**src/rtl/router_pkg.sv**
```systemverilog
// Shared constants and helpers for the parametrised router synchronizer.
// Latency: n/a (package only).
// Backpressure: n/a (package only).
package router_pkg;

    // Largest supported number of output channels
    localparam int MAX_PORTS       = 16;
    // Default watchdog timeout in consecutive unread valid cycles
    localparam int DEFAULT_TIMEOUT = 30;

    // Ceiling log2; clog2(1) = 0
    function automatic int clog2(input int value);
        int res;
        int rem;
        res = 0;
        rem = value - 1;
        while (rem > 0) begin
            res = res + 1;
            rem = rem >> 1;
        end
        return res;
    endfunction

endpackage

```
**src/rtl/router_sync_wdog.sv**
```systemverilog
// Single-channel read watchdog: pulses soft_reset when a valid FIFO sits unread for TIMEOUT cycles.
// Latency: pulse appears the cycle after the TIMEOUT-th consecutive unread valid cycle; lasts one cycle.
// Backpressure: none; a read or an empty FIFO clears the count immediately.
module router_sync_wdog
    import router_pkg::*;
#(
    parameter int TIMEOUT = DEFAULT_TIMEOUT,
    parameter int CNT_W   = clog2(DEFAULT_TIMEOUT + 1)
) (
    input  logic clk,
    input  logic rst,
    input  logic vld,
    input  logic rd,
    output logic soft_reset
);

    logic [CNT_W-1:0] cnt_q;
    logic [CNT_W-1:0] cnt_d;
    logic             pulse_q;
    logic             pulse_d;

    // Count unread valid cycles; on the last one fire the pulse and restart the count
    always_comb begin
        cnt_d   = '0;
        pulse_d = 1'b0;
        if (vld && !rd) begin
            if (cnt_q == CNT_W'(TIMEOUT - 1)) begin
                pulse_d = 1'b1;
            end else begin
                cnt_d = cnt_q + CNT_W'(1);
            end
        end
    end

    // Counter and registered pulse; reset drops any pending pulse
    always_ff @(posedge clk or negedge rst) begin
        if (!rst) begin
            cnt_q   <= '0;
            pulse_q <= 1'b0;
        end else begin
            cnt_q   <= cnt_d;
            pulse_q <= pulse_d;
        end
    end

    assign soft_reset = pulse_q;

endmodule

```
**src/rtl/router_sync_n.sv**
```systemverilog
// Router synchronizer: latches packet destination, steers write enable, returns full, runs read watchdogs.
// Latency: wr_en/fifo_full/vld_out combinational; addr_err one cycle after detect_addr; soft_reset registered.
// Backpressure: fifo_full of the addressed FIFO goes back to the FSM; invalid addresses report not-full and drop writes.
module router_sync_n
    import router_pkg::*;
#(
    parameter int N_PORTS = 3,
    parameter int TIMEOUT = DEFAULT_TIMEOUT
) (
    input  logic                                              clk,
    input  logic                                              rst,
    input  logic [((clog2(N_PORTS) > 1) ? clog2(N_PORTS) : 1)-1:0] din,
    input  logic                                              detect_addr,
    input  logic                                              wr_en_reg,
    input  logic [N_PORTS-1:0]                                full,
    input  logic [N_PORTS-1:0]                                empty,
    input  logic [N_PORTS-1:0]                                rd_en,
    output logic [N_PORTS-1:0]                                wr_en,
    output logic                                              fifo_full,
    output logic [N_PORTS-1:0]                                vld_out,
    output logic [N_PORTS-1:0]                                soft_reset,
    output logic                                              addr_err
);

    localparam int ADDR_W = (clog2(N_PORTS) > 1) ? clog2(N_PORTS) : 1;
    localparam int CNT_W  = clog2(TIMEOUT + 1);

    localparam bit PORTS_OK   = (N_PORTS >= 2) && (N_PORTS <= MAX_PORTS);
    localparam bit TIMEOUT_OK = (TIMEOUT >= 2) && (TIMEOUT <= 255);

    logic [ADDR_W-1:0] addr_q;
    logic [ADDR_W-1:0] addr_d;
    logic              addr_err_q;
    logic              addr_err_d;

    // Capture a new destination on the header strobe; an address beyond the last port is flagged
    always_comb begin
        addr_d     = addr_q;
        addr_err_d = addr_err_q;
        if (detect_addr) begin
            addr_d     = din;
            addr_err_d = (32'(din) >= 32'(N_PORTS));
        end
    end

    // Address and error registers; soft resets never touch them
    always_ff @(posedge clk or negedge rst) begin
        if (!rst) begin
            addr_q     <= '0;
            addr_err_q <= 1'b0;
        end else begin
            addr_q     <= addr_d;
            addr_err_q <= addr_err_d;
        end
    end

    assign addr_err = addr_err_q;

    // Decode the latched address into a one-hot write enable and select that FIFO's full flag
    always_comb begin
        wr_en     = '0;
        fifo_full = 1'b0;
        for (int i = 0; i < N_PORTS; i++) begin
            if (addr_q == ADDR_W'(i)) begin
                wr_en[i]  = wr_en_reg & ~addr_err_q;
                fifo_full = full[i] & ~addr_err_q;
            end
        end
    end

    assign vld_out = ~empty;

    // One independent watchdog per output channel
    for (genvar g = 0; g < N_PORTS; g++) begin : g_wdog
        router_sync_wdog #(
            .TIMEOUT (TIMEOUT),
            .CNT_W   (CNT_W)
        ) u_wdog (
            .clk        (clk),
            .rst        (rst),
            .vld        (vld_out[g]),
            .rd         (rd_en[g]),
            .soft_reset (soft_reset[g])
        );
    end

    // Parameter legality and write-enable exclusivity
    a_params_legal: assert property (@(posedge clk) disable iff (!rst) (PORTS_OK && TIMEOUT_OK));
    a_wr_en_onehot: assert property (@(posedge clk) disable iff (!rst) $onehot0(wr_en));

endmodule
```
**config.mk**
```make
export PLATFORM = sky130hd
export DESIGN_NAME = router_sync_n
export DESIGN_NICKNAME = d
export VERILOG_FILES = /design/src/rtl/router_pkg.sv /design/src/rtl/router_sync_wdog.sv /design/src/rtl/router_sync_n.sv
export SDC_FILE = /design/constraint.sdc
export NUM_CORES = 1
export LEC_CHECK = 0
export BUFFER_PORTS_ARGS = -buffer_cell sky130_fd_sc_hd__buf_4
export CAP_MARGIN = 20
export CORE_MARGIN = 4
export CORE_UTILIZATION = 50
export CTS_CLUSTER_DIAMETER = 200
export DETAILED_ROUTE_END_ITERATION = 12
export HOLD_SLACK_MARGIN = 0.1
export PLACE_DENSITY = 0.76
export SLEW_MARGIN = 20
export SYNTH_ARGS = -nofsm -noshare
export SYNTH_HDL_FRONTEND = slang
export SYNTH_SLANG_ARGS = --single-unit
```
**constraint.sdc**
```tcl
create_clock -name clk -period 1.1 [get_ports clk]
set_input_delay 0.11 -clock clk [delete_from_list [all_inputs] [get_ports clk]]
set_output_delay 0.11 -clock clk [all_outputs]
set_load 0.01 [all_outputs]
```
# Word-level counts from Yosys, hierarchy flattened
# Cells that the tools add are included.
[word_totals] regBits=21 latchBits=0 ramBits=0 mem_bits_ro=0 in_bits=15 output_inout_bits=11 word_cells=48 memories=0
[op_classes] add_sub_neg=3 multipliers=0 div_mod_pow=0 magnitude_cmp=1 eq_ne=5 n_shift=0 n_mux=18 bitwise=6 n_reduce_logical=7
[op_table] cell="5-bit 2-to-1 mux" n=6
[op_table] cell="5-bit by 1-bit adder with 5-bit output (second input constant)" n=3
[op_table] cell="5-bit == test (second input constant)" n=3
[op_table] cell="1-bit 2-to-1 mux" n=12
[op_table] cell="1-bit bitwise AND" n=4
[op_table] cell="1-bit logical AND" n=3
[op_table] cell="1-bit logical NOT" n=3
[op_table] cell="3-bit NOT" n=1
[op_table] cell="2-bit by 1-bit == test with 1-bit output (second input constant)" n=1
[op_table] cell="2-bit == test (second input constant)" n=1
[op_table] cell="2-bit greater-or-equal comparator (second input constant)" n=1
[op_table] cell="2-bit logical NOT" n=1
[op_table] cell="1-bit NOT" n=1

# Longest topological paths before layout
[depth] word_depth=5 ltp_mapped=5 depth_no_buf=5

# Hierarchy
# A second synthesis with hierarchy kept.
[hier_totals] hier_cells=83 area_unflattened_um2=955.9
[by_module_without_submodules] module="router_sync_wdog" n_inst=3 cells_each=22 area_per_inst_um2=255.2 seq_area_each_um2=150.1
[by_module_without_submodules] module="router_sync_n" n_inst=1 cells_each=17 area_per_inst_um2=190.2 seq_area_each_um2=75.1

# Worst setup path after synthesis
# Ideal clock, no wire load.
[synth_timing] kind="register -> output" startpoint="reg addr_err_q (netlist: addr_err)" endpoint="out wr_en[0]" arrival_time_ns=0.929 t_required_ns=0.990 path_slack_ns=0.061 stages_incl_launch_ff=2 n_path_buf=0 cell_sequence="dfrtp_1 > nor4b_1"
[synth_via] elab_chain_cells=3
[synth_rtl] item="from (decl)" line_no="router_sync_n.sv:33" text="logic addr_err_q;"
[synth_rtl] item="from (signal assigned)" line_no="router_sync_n.sv:53" text="addr_err_q <= addr_err_d;"
[synth_rtl] item="1-bit NOT" line_no="router_sync_n.sv:65" text="wr_en[i] = wr_en_reg & ~addr_err_q;"
[synth_rtl] item="1-bit bitwise AND" line_no="router_sync_n.sv:65"
[synth_rtl] item="1-bit 2-to-1 mux" line_no="router_sync_n.sv:64" text="if (addr_q == ADDR_W'(i)) begin"
[synth_rtl] item="to (decl)" line_no="router_sync_n.sv:18" text="output logic [N_PORTS-1:0] wr_en,"
# No other way between the ends.

# Worst setup path after layout
[layout_timing] startpoint="reg addr_q[0]" endpoint="out fifo_full"
[layout_via] elab_chain_cells=4 elab_cells_between_ends=6 classes_between="2 x eq/ne; 3 x mux; 1 x reduce/logical"
[layout_rtl] item="from (decl)" line_no="router_sync_n.sv:31" text="logic [ADDR_W-1:0] addr_q;"
[layout_rtl] item="from (signal assigned)" line_no="router_sync_n.sv:52" text="addr_q <= addr_d;"
[layout_rtl] item="2-bit logical NOT" line_no="router_sync_n.sv:64"
[layout_rtl] item="1-bit 2-to-1 mux (2 in a row)" line_no="router_sync_n.sv:64"
[layout_rtl] item="1-bit 2-to-1 mux *" line_no="router_sync_n.sv:64"
[layout_rtl] item="to (decl)" line_no="router_sync_n.sv:19" text="output logic fifo_full,"
# Mark *: on every way between the ends. The rest lies on a longest branch, timed or not.

==> results.toml <==
[placed_design]
dp_hpwl_um = 1340
place_ws_ns = -0.0139
gp_congestion = 0.681
io_buffers = 25

[worst_setup_path]
required_ns = 0.99
critical_path_buf_inv_count = 1
worst_path_largest_cell_delay_ns = 0.43
start_kind = "flip-flop"
path_cells = "mux2i_1 -> a2bb2oi_1 -> nor2_1 -> buf_4"
cp_data_arrival_time_ns = 1.28
path_delay_family = "flip-flops"
cp-end-kind = "output pin"
path_max_fanout = 5
path_class = "reg2out"
cpMaxStageDelayCell = "dfrtp_1"

[sta]
fin_crit_ns = 1.39
worstMarginPinSlew_ns = 0.299
setup_ws_ns = -0.289
rsz0062_at_grt = "yes"
slew_violations = 0
relSlewSlack = 0.798
finalSetupViolations = 9
hold_slack_ns = 0.207
max_clock_freq_ghz = 0.720
skew_ns = 0.00995
hold_violations = 0
finalCritPeriodShare = 1.26

[global_routing]
grt_usage = 0.160
grt_start_max_net_pins = 22
grt_overflow = 0
grt_pass1_wl_um = 3240
grt_pass1_vias = 767
antenna_found_initial = 0

[cts]
clk_pin_slew_ns = 0.11
cts.path.max_buffers = 2
cts_root_buf = "clkbuf_4"
tritoncts = "built"
clock-sinks = 21
clock_latency_ns = 0.30
numCtsBuffers = 3
htreeDepth = 1

[floorplanning]
start_util = 0.545
io_pins = 26
die_area_um2 = 2740
chipHeight_um = 52.3
core-area_um2 = 1800
chipWidth_um = 52.3
rows = 15

[synth]
avgSynthCellArea_um2 = 10.6
synth.yosys.warnings = 0
ys_seq_area_frac = 0.535
synth.distinct_cells = 19
synth_nets = 114
synth_seq_cells = 21
synthCells = 93
syn-cell-area_um2 = 982

[cells_and_area]
antenna_cells = 0
final_nets = 150
areaGrowthSynthToFinish_pct = 36.8
drive_gt1_frac = 0.328
num-fill-cells = 132

[detailed_routing]
final_antenna_net_count = 0
first_iter_violations = 11
drt-total-wl_um = 2030
drc = 0
route.vias.total = 751
vias_per_cell = 4.91
first_pass_iters = 4
wl_per_cell_um = 13.3

[outcome]
outcome = "finished, violations left"
violations = "negative setup slack"

[power_and_ir_drop]
peakVddDrop_mv = 0.848
p_leak_nw = 0.648
cellPowerDensity_nw_per_um2 = 1040

[hold_path]
min_path_type = "in2async"

[job]
drv_cap = 0
-- registers in the layout, indices dropped and copies added, names as in the netlist --
name and count:
addr_q 2, addr_err 1, g_wdog.u_wdog.soft_reset 3, g_wdog.u_wdog.cnt_q 15
-- timing repair --
item                                   4_1_cts  5_1_grt
pin swaps                                    1        6
hold buffers                                10        0
endpoints found under the hold margin       27        0
setup endpoints to repair                    9       21
gates resized for setup                      5       10
setup buffers                                2        0
-- cell type report --
cell class                      instances  area (um2)  share of cell area
Timing Repair Buffer                   37         318               0.236
Clock inverter                          1        5.00             0.00372
Multi-Input combinational cell         59         415               0.309
Inverter                                7        26.3              0.0196
Sequential cell                        21         526               0.391
Tap cell                               25        31.3              0.0233
Clock buffer                            3        22.5              0.0168
-- worst reg2reg max path, stage by stage, from the launching register on --
cell and delay (ns):
dfrtp_1 0.42, inv_1 0.06, ha_2 0.16, nand4_1 0.15, nand2_2 0.17, nor2_1 0.06
-- path summary, 6_finish.rpt --
kind / start / endpoint / slack [ns] / cells after the start
max in group asynchronous: rst / g_wdog[1].u_wdog.cnt_q[1]$_DFF_PN0_ / 0.68 / 2
max reg2reg: g_wdog[0].u_wdog.cnt_q[1]$_DFF_PN0_ / g_wdog[0].u_wdog.cnt_q[4]$_DFF_PN0_ / -0.02 / 5
min reg2reg: g_wdog[2].u_wdog.cnt_q[0]$_DFF_PN0_ / g_wdog[2].u_wdog.cnt_q[0]$_DFF_PN0_ / 0.51 / 1
max: addr_q[0]$_DFFE_PN0P_ / fifo_full / -0.29 / 4
min: rst / g_wdog[0].u_wdog.soft_reset$_DFF_PN0_ / 0.21 / 2
min in group clk: g_wdog[2].u_wdog.cnt_q[0]$_DFF_PN0_ / g_wdog[2].u_wdog.cnt_q[0]$_DFF_PN0_ / 0.51 / 1
-- where the power goes --
group	leakage, nW	switching, W	internal (W)	total, W
clock network	0.0177	0.000221	0.000136	0.000357
logic	0.345	0.0000941	0.000129	0.000224
registers	0.285	0.0000221	0.000792	0.000814
-- cell usage after synthesis (all sizes together) --
cell | number | area (um2)
dfrtp | 21 | 526
nor2b | 1 | 6.26
nor3 | 3 | 15.0
inv | 7 | 26.3
nand3 | 7 | 35.0
and3 | 1 | 6.26
mux2 | 2 | 22.5
nand4 | 3 | 18.8
nor2 | 19 | 71.3
buf | 6 | 45.0
xor2 | 6 | 52.6
ha | 6 | 75.1
nand2 | 3 | 11.3
mux2i | 1 | 10.0
xnor2 | 3 | 26.3
nor4b | 1 | 8.76
a2bb2oi | 1 | 8.76
and4bb | 1 | 12.5
o21ai | 1 | 5.00
-- metal layers --
metal  wire length (um)  vias up  track usage  share of wire
met1                780      361        0.178           0.38
met2               1150       16        0.295           0.56
li1                   -      370            -              -
met5                  0        -            0              0
met4                 39        0       0.0426          0.019
met3                 63        4       0.0427          0.031
-- stage by stage --
step | instance area [um2] | setup TNS (ns) | cells | util | total power (W)
after floorplan | 982 | 0 | 93 | - | 0.000899
after global placement | 1160 | 0 | 137 | 0.642 | 0.000991
after detailed placement | 1160 | -0.0425 | 137 | 0.642 | 0.000998
after CTS | 1320 | -1.07 | 153 | 0.731 | 0.00140
after global routing | 1340 | -2.32 | 153 | 0.746 | 0.00147
final | 1340 | -1.02 | 153 | 0.746 | 0.00139
-- logic make-up after synthesis --
logic type,Yosys count,share of synthesized area
multiplexers,3,0.0331
AO/OA/AOI/OAI,2,0.0140
adder cells (fa/ha/maj),6,0.0764
buffers and inverters,13,0.0726
flip-flops,21,0.535
AND/OR/NAND/NOR,39,0.189
XOR/XNOR,9,0.0803
-- placed cells by master (no fill, tap or decap), types with 4 or more instances in the layout --
cell and count:
nor2_1 15, buf_4 23, xor2_1 6, buf_6 4, dlygate4sd3_1 10, nand3_1 6, nor2_2 4, dfrtp_1 21
inv_1 7
(Power assumes the default switching activity.)
